## config.mk

```make
export PLATFORM = sky130hd
export DESIGN_NAME = pulse_xfer_sched
export DESIGN_NICKNAME = d
export VERILOG_FILES = /design/src/rtl/pulse_xfer_sched.sv
export SDC_FILE = /design/constraint.sdc
export NUM_CORES = 1
export LEC_CHECK = 0
export CORE_MARGIN = 2
export CORE_UTILIZATION = 56
export CTS_CLUSTER_SIZE = 20
export DETAILED_ROUTE_END_ITERATION = 12
export PLACE_DENSITY = 0.85
export SETUP_SLACK_MARGIN = 0.2
export SLEW_MARGIN = 20
export SYNTH_ARGS = -nofsm -noshare
export SYNTH_HDL_FRONTEND = slang
export SYNTH_SLANG_ARGS = --single-unit
```

## constraint.sdc

```tcl
create_clock -name clk1 -period 4.8 [get_ports clk1]
set_input_delay 0.48 -clock clk1 [delete_from_list [all_inputs] [get_ports clk1]]
set_output_delay 0.48 -clock clk1 [all_outputs]
set_load 0.05 [all_outputs]
```

## src/rtl/pulse_xfer_sched.sv

```systemverilog
// Pulse transfer scheduler: collects single-cycle event pulses from four
// requesters, arbitrates round-robin, and drives one stretched pulse at a
// time onto a shared crossing channel, each followed by an enforced idle gap.
// Lost events (re-request while still pending) are flagged in sticky ovf bits.
module pulse_xfer_sched #(
  parameter int NREQ = 4,
  parameter int GAP  = 2
) (
  input  logic            clk1,
  input  logic            rstn,
  input  logic [NREQ-1:0] req_pulse,
  input  logic [3:0]      cfg_len,
  input  logic            ovf_clr,
  output logic            chan_pulse,
  output logic [1:0]      chan_id,
  output logic            busy,
  output logic [NREQ-1:0] pend,
  output logic [NREQ-1:0] ovf
);

  typedef enum logic [1:0] {
    S_IDLE  = 2'd0,
    S_DRIVE = 2'd1,
    S_SPACE = 2'd2
  } state_t;

  localparam logic [3:0] GAP_L = 4'(GAP);

  state_t          state_r;
  state_t          state_nxt_s;
  logic [3:0]      cnt_r;
  logic [3:0]      cnt_nxt_s;
  logic [3:0]      gap_r;
  logic [3:0]      gap_nxt_s;
  logic [1:0]      rr_ptr_r;
  logic [1:0]      rr_nxt_s;
  logic            grant_s;
  logic [1:0]      win_s;
  logic [NREQ-1:0] clr_s;
  logic [NREQ-1:0] ovf_set_s;
  logic            chan_pulse_nxt_s;
  logic [1:0]      chan_id_nxt_s;
  logic            busy_nxt_s;
  logic [NREQ-1:0] pend_nxt_s;
  logic [NREQ-1:0] ovf_nxt_s;

  // Round-robin pick: first pending index found searching upward from ptr.
  function automatic logic [1:0] rr_pick(input logic [3:0] p, input logic [1:0] ptr);
    logic [1:0] idx;
    logic [1:0] win;
    logic       found;
    win   = ptr;
    found = 1'b0;
    for (int k = 0; k < 4; k++) begin
      idx = ptr + 2'(k);
      if (!found && p[idx]) begin
        win   = idx;
        found = 1'b1;
      end else begin
        win   = win;
      end
    end
    return win;
  endfunction

  // A zero length request still produces a one-cycle pulse.
  function automatic logic [3:0] eff_len(input logic [3:0] len);
    if (len == 4'd0) begin
      return 4'd1;
    end else begin
      return len;
    end
  endfunction

  // State register together with the length/gap counters and arbitration pointer.
  always_ff @(posedge clk1 or negedge rstn) begin
    if (!rstn) begin
      state_r  <= S_IDLE;
      cnt_r    <= 4'd0;
      gap_r    <= 4'd0;
      rr_ptr_r <= 2'd0;
    end else begin
      state_r  <= state_nxt_s;
      cnt_r    <= cnt_nxt_s;
      gap_r    <= gap_nxt_s;
      rr_ptr_r <= rr_nxt_s;
    end
  end

  // Next-state logic: grant from IDLE, count down the pulse, then the gap.
  always_comb begin
    state_nxt_s = state_r;
    cnt_nxt_s   = cnt_r;
    gap_nxt_s   = gap_r;
    rr_nxt_s    = rr_ptr_r;
    grant_s     = 1'b0;
    win_s       = rr_pick(pend, rr_ptr_r);
    case (state_r)
      S_IDLE: begin
        if (pend != 4'b0000) begin
          grant_s     = 1'b1;
          state_nxt_s = S_DRIVE;
          cnt_nxt_s   = eff_len(cfg_len);
          rr_nxt_s    = win_s + 2'd1;
        end else begin
          state_nxt_s = S_IDLE;
        end
      end
      S_DRIVE: begin
        if (cnt_r <= 4'd1) begin
          state_nxt_s = S_SPACE;
          cnt_nxt_s   = 4'd0;
          gap_nxt_s   = GAP_L;
        end else begin
          cnt_nxt_s   = cnt_r - 4'd1;
        end
      end
      S_SPACE: begin
        if (gap_r <= 4'd1) begin
          state_nxt_s = S_IDLE;
          gap_nxt_s   = 4'd0;
        end else begin
          gap_nxt_s   = gap_r - 4'd1;
        end
      end
      default: begin
        state_nxt_s = S_IDLE;
        cnt_nxt_s   = 4'd0;
        gap_nxt_s   = 4'd0;
      end
    endcase
  end

  // Output next values; outputs are registered copies so nothing is combinational to the pins.
  always_comb begin
    chan_pulse_nxt_s = (state_nxt_s == S_DRIVE);
    busy_nxt_s       = (state_nxt_s != S_IDLE);
    if (grant_s) begin
      chan_id_nxt_s = win_s;
      clr_s         = 4'b0001 << win_s;
    end else begin
      chan_id_nxt_s = chan_id;
      clr_s         = 4'b0000;
    end
    // A request landing on the bit being granted re-arms it instead of overflowing.
    ovf_set_s  = req_pulse & pend & ~clr_s;
    pend_nxt_s = (pend & ~clr_s) | req_pulse;
    if (ovf_clr) begin
      ovf_nxt_s = ovf_set_s;
    end else begin
      ovf_nxt_s = ovf | ovf_set_s;
    end
  end

  // Output registers.
  always_ff @(posedge clk1 or negedge rstn) begin
    if (!rstn) begin
      chan_pulse <= 1'b0;
      chan_id    <= 2'd0;
      busy       <= 1'b0;
      pend       <= 4'b0000;
      ovf        <= 4'b0000;
    end else begin
      chan_pulse <= chan_pulse_nxt_s;
      chan_id    <= chan_id_nxt_s;
      busy       <= busy_nxt_s;
      pend       <= pend_nxt_s;
      ovf        <= ovf_nxt_s;
    end
  end

endmodule

```

Word-level counts from Yosys, hierarchy flattened

Cells that the tools add are included.

Register bits: 24
Input port bits: 11
Output and inout bits: 12
Logic and storage cells: 77

$add $sub $neg: 6
$lt $le $gt $ge: 6
Eq/ne operators: 5
Shift-type cells: 1
Muxes and demuxes: 29
Bitwise gates (word level): 8
Reduce and logical (&&, ||, !) cells: 13

Operators with widths:

| kind                                                       | count |
|---|---|
| two-way mux 4 bit                                          | 7 |
| case mux 4 bit (3 select lines)                            | 2 |
| AND 4 bit                                                  | 3 |
| less-than comparator 2 x 3 -> 1 bit, second input constant | 4 |
| two-way mux 1 bit                                          | 10 |
| two-way mux 2 bit                                          | 5 |
| binary-select mux 1 bit (select 2 bit)                     | 4 |
| <= comparator 4 x 1 -> 1 bit, second input constant        | 2 |
| bitwise OR 4 bit                                           | 2 |
| subtractor 4 x 1 -> 4 bit, second input constant           | 2 |
| case mux 2 bit (3 select lines)                            | 1 |
| AND reduction 2 bit                                        | 3 |
| adder 2 x 1 -> 2 bit, second input constant                | 2 |
| adder 2 bit, second input constant                         | 2 |
| == test 2 x 1 -> 1 bit, second input constant              | 2 |
| logical NOT 4 bit                                          | 1 |
| != test 2 bit, second input constant                       | 2 |
| inverter 4 bit                                             | 1 |
| nonzero test 4 bit                                         | 1 |
| << shifter 1 x 2 -> 4 bit, first input constant            | 1 |
| logical AND 1 bit                                          | 3 |
| logical NOT 1 bit                                          | 3 |
| == test 2 bit, second input constant                       | 1 |
| logical NOT 2 bit                                          | 1 |
| other kinds (2)                                            | 3 |

Longest topological paths before layout

Depth after elaboration: 18
Mapped depth: 7
Mapped depth without buffers: 7

Worst setup path before layout

Ideal clock, no wire load.

Kind: register to register
Start point: reg pend[2]
End point: reg ovf[2]
Arrival: 1.875 ns
Data required time: 4.679 ns
Path slack: 2.804 ns
Cell stages (with the launch flop): 6
Buffers on the path: 0
Clock period less this slack: 1.996 ns
Cells stage by stage: dfrtp_1 and2b_4 a21oi_2 o221ai_4 or3b_1 a32o_2

Word-level cells in the longest chain between the ends: 18

RTL lines:

| element                                 | RTL line | RTL |
|---|---|---|
| start: declaration                      | 17       | `output logic [NREQ-1:0] pend,` |
| start signal: assignment                | 167      | `pend <= pend_nxt_s;` |
| binary-select mux 1 bit (select 2 bit)  | 56       | `if (!found && p[idx]) begin` |
| two-way mux 1 bit (not written as such) | 56       |  |
| two-way mux 1 bit                       | 56       |  |
| logical NOT 1 bit                       | 56       |  |
| logical AND 1 bit                       | 56       |  |
| two-way mux 1 bit                       | 56       |  |
| logical NOT 1 bit                       | 56       |  |
| logical AND 1 bit                       | 56       |  |
| (+3 left out)                           | n/a      |  |
| two-way mux 2 bit                       | 56       |  |
| << shifter 1 x 2 -> 4 bit               | 140      | `clr_s = 4'b0001 << win_s;` |
| two-way mux 4 bit                       | 138      | `if (grant_s) begin` |
| inverter 4 bit                          | 146      | `ovf_set_s = req_pulse & pend & ~clr_s;` |
| AND 4 bit (*)                           | 146      |  |
| bitwise OR 4 bit                        | 151      | `ovf_nxt_s = ovf \| ovf_set_s;` |
| two-way mux 4 bit (*)                   | 148      | `if (ovf_clr) begin` |
| named net ovf_nxt_s[2]                  | 45       | `logic [NREQ-1:0] ovf_nxt_s;` |
| end signal: assignment                  | 168      | `ovf <= ovf_nxt_s;` |
| end: declaration                        | 18       | `output logic [NREQ-1:0] ovf` |

Mark *: on every way through the listed nets, which the timed path passes. The rest lies on a longest branch. The select of a mux whose other input is x is not followed.
A chain may end at the register's enable or synchronous reset.

Final worst setup path

Start point: reg pend[1]
End point: out pend[1]

No word-level cell between the ends.

==> results.sh <==
export IMPL_cts_max_path_buffers=2
export IMPL_layout_min_cycle_time_ns=2.22
export IMPL_grt_pass1_vias=1115
export IMPL_synth_main_ff_cell="dfrtp_1"
export IMPL_syn_avg_cell_area_um2=9.81
export IMPL_worst_ep_required_time_ns=4.32
export IMPL_layout_nets=180
export IMPL_crit_path_max_fanout=9
export IMPL_dieArea_um2=2810
export IMPL_peakVddDrop_uv=453
export IMPL_power_density_nw_per_um2=778
export IMPL_grt_total_usage_pct=22.7
export IMPL_final_setup_skew_ns=0.00166
export IMPL_antennaDiodeCount=0
export IMPL_core_um2=2230
export IMPL_synth_most_common_cell="dfrtp_1"
export IMPL_synth_top_area_share_pct=44.7
export IMPL_async_reset_ff_share_pct=100
export IMPL_ys_ff_latch=24
export IMPL_hold_buffers=0
export IMPL_synthToLayoutAreaGrowth_pct=20.1
export IMPL_wire_per_inst_um=14.5
export IMPL_gp_congestion=0.814
export IMPL_endpoint_kind="output pin"
export IMPL_dr_pass1_iters=4
export IMPL_reg2regPathDepth=5
export IMPL_cts_tree="yes"
export IMPL_dp_hpwl_um=2130
export IMPL_first_iter_violations=22
export IMPL_p_seq_share_pct=30.7
export IMPL_status="complete, no violations"
export IMPL_ys_warn_count=0
export IMPL_fill_cells=170
export IMPL_slowest_stage="clkdlybuf4s50_1"
export IMPL_antenna_found_initial=0
export IMPL_die_w_um=53.0
export IMPL_critPathBufInv=1
export IMPL_cts_buffers=3
export IMPL_ant_nets=0
export IMPL_cap_violations=0
export IMPL_finalHoldViolCount=0
export IMPL_clock_latency_ns=0.31
export IMPL_clock_power_share_pct=8.5
export IMPL_finalSetupTns_ns=0
export IMPL_die_height_um=53.0
export IMPL_synth_common_cells="dfrtp_1, o21ai_0, inv_1, nand2_1, ha_1"
export IMPL_design_area_um2=1610
export IMPL_r2r_start="state_r[1]"
export IMPL_syn_inst=137
export IMPL_max_freq_ghz=0.450
export IMPL_hp_class="in -> async"
export IMPL_initial_core_util_pct=60.2
export IMPL_vias=1113
export IMPL_intPower_mw=0.638
export IMPL_p_comb_share_pct=60.8
export IMPL_rows=17
export IMPL_ys_top_cells_by_area="dfrtp_1, ha_1, o21ai_0"
export IMPL_syn_area_um2=1340
export IMPL_slew_headroom_pct=63.7
export IMPL_cts_sinks=24
export IMPL_setup_viol=0
export IMPL_crit_family="buffers and inverters"
export IMPL_cts_repair_resized=0
export IMPL_startpoint_type="register"
export IMPL_multi_input_area_um2=667
export IMPL_finalCritPeriodShare_pct=46.3
export IMPL_cts_reportedPaths_clkPinSlew_ns=0.13
export IMPL_vias_per_cell=5.92
export IMPL_synth_edf_count=0
export IMPL_slowest_delay_ns=0.87
export IMPL_path_class="reg -> out"
export IMPL_io_pins=23
export IMPL_synth_top_cell_by_area="dfrtp_1"
export IMPL_synth_cell_types=40
export IMPL_ys_seq_area_share_pct=44.7
export IMPL_route_detailed_drc=0
export IMPL_cts_root_buf="clkbuf_4"
export IMPL_seq_area_um2=601
export IMPL_layout_drive_gt1_share_pct=8.13
export IMPL_wl_um=2720
export IMPL_rsz0062_at_grt="no"
export IMPL_reg2reg_to="ovf[2]"
export IMPL_cts_max_level=1
export IMPL_grt_pass1_wl_um=4570
export IMPL_post_cts_setup_buffer_count=0
export IMPL_cp_arrival_ns=1.74
export IMPL_io_buffers=22
export IMPL_p_leak_nw=0.704
export IMPL_swShare_pct=49.2
export IMPL_r2r_setup_slack_ns=2.96
export IMPL_grt_max_degree=25
export IMPL_grt_overflow=0
export IMPL_postSynthNetCount=156
export IMPL_cp_cell_sequence="clkdlybuf4s50_1"
export IMPL_slew_viol_final=0
export IMPL_placed_area_um2=1580
export IMPL_power_switching_mw=0.618
export IMPL_worst_pin_slew_ns=0.544
-- registers in the layout, summed over array words and instances, names as in the netlist --
name / count
cnt_r: 4
gap_r: 4
chan_id: 2
state_r: 2
rr_ptr_r: 2
ovf: 4
busy: 1
chan_pulse: 1
pend: 4
-- cells by family (layout without fill, tap and decap cells) --
kind of cell               after synthesis  after routing  synth area share [%]
muxes                                    1              1                 0.745
AOI/OAI and AO/OA                       45             45                  24.9
DFF                                     24             24                  44.7
and+or+nand+nor                         40             40                  16.6
buffers and inverters                   19             42                  5.68
adders and majority gates                8              8                  7.45
-- placed cells by master (no fill, tap or decap), types with 3 or more instances in the layout --
| master | count |
|---|---|
| or3b_1 | 3 |
| a32o_1 | 4 |
| dfrtp_1 | 24 |
| nor2_1 | 4 |
| nand2b_1 | 4 |
| clkdlybuf4s50_1 | 21 |
| a21oi_1 | 4 |
| inv_1 | 15 |
| clkbuf_4 | 3 |
| nand2_1 | 12 |
| a21o_1 | 5 |
| nor3_1 | 6 |
| o21ai_0 | 16 |
| ha_1 | 8 |
-- worst reg2reg max path: stages (launching register included) --
cell	delay (ns)
dfrtp_1	0.45
inv_1	0.10
ha_1	0.37
inv_1	0.14
or3b_1	0.42
a32o_2	0.27
-- layout make-up --
cell class,instances,area share (%)
inverters,16,3.72
clock buffers,4,2.25
flip-flops and latches,24,37.2
repair buffers,22,13.3
well taps,28,2.17
multi-input cells,94,41.3
-- per-layer routing --
metal / vias to the layer above / share of wire [%] / track usage, %
met5: - / 0 / 0
met4: 0 / 1.4 / 8.97
met3: 5 / 3.5 / 3.39
met2: 22 / 54 / 45.8
met1: 545 / 42 / 22.6
li1: 541 / - / -
-- how the worst max path moves through the flow --
stage | from | to | slack (ns) | depth (start not counted)
CTS | pend[1] | pend[1] | 2.57 | 1
global route | pend[1] | pend[1] | 2.50 | 1
detailed placement | pend[1] | pend[1] | 2.93 | 1
global placement | pend[1] | pend[1] | 2.96 | 1
finish | pend[1] | pend[1] | 2.58 | 1
floorplan | pend[2] | ovf[2] | 2.80 | 5
-- per-stage QoR --
stage / power (mW) / worst slack (ns) / hold slack, ns / util [%] / std cells
2_1_floorplan: 0.950 / 2.80 / 0.184 / - / 137
3_3_place_gp: 1.13 / 2.96 / 0.461 / 70.9 / 184
3_5_place_dp: 1.16 / 2.93 / 0.478 / 70.9 / 184
4_1_cts: 1.27 / 2.57 / 0.508 / 72.5 / 188
5_1_grt: 1.35 / 2.50 / 0.141 / 72.3 / 188
6_report: 1.26 / 2.58 / 0.127 / 72.3 / 188
-- power by group through the flow --
stage               combinational, mW  sequential [mW]  clock, mW
floorplan                       0.413            0.538          0
CTS                             0.772            0.385      0.111
global placement                0.750            0.381          0
finish                          0.764            0.386      0.106
detailed placement              0.770            0.391          0
global route                    0.835            0.400      0.119
No activity file was read; power rests on OpenSTA's default activity.
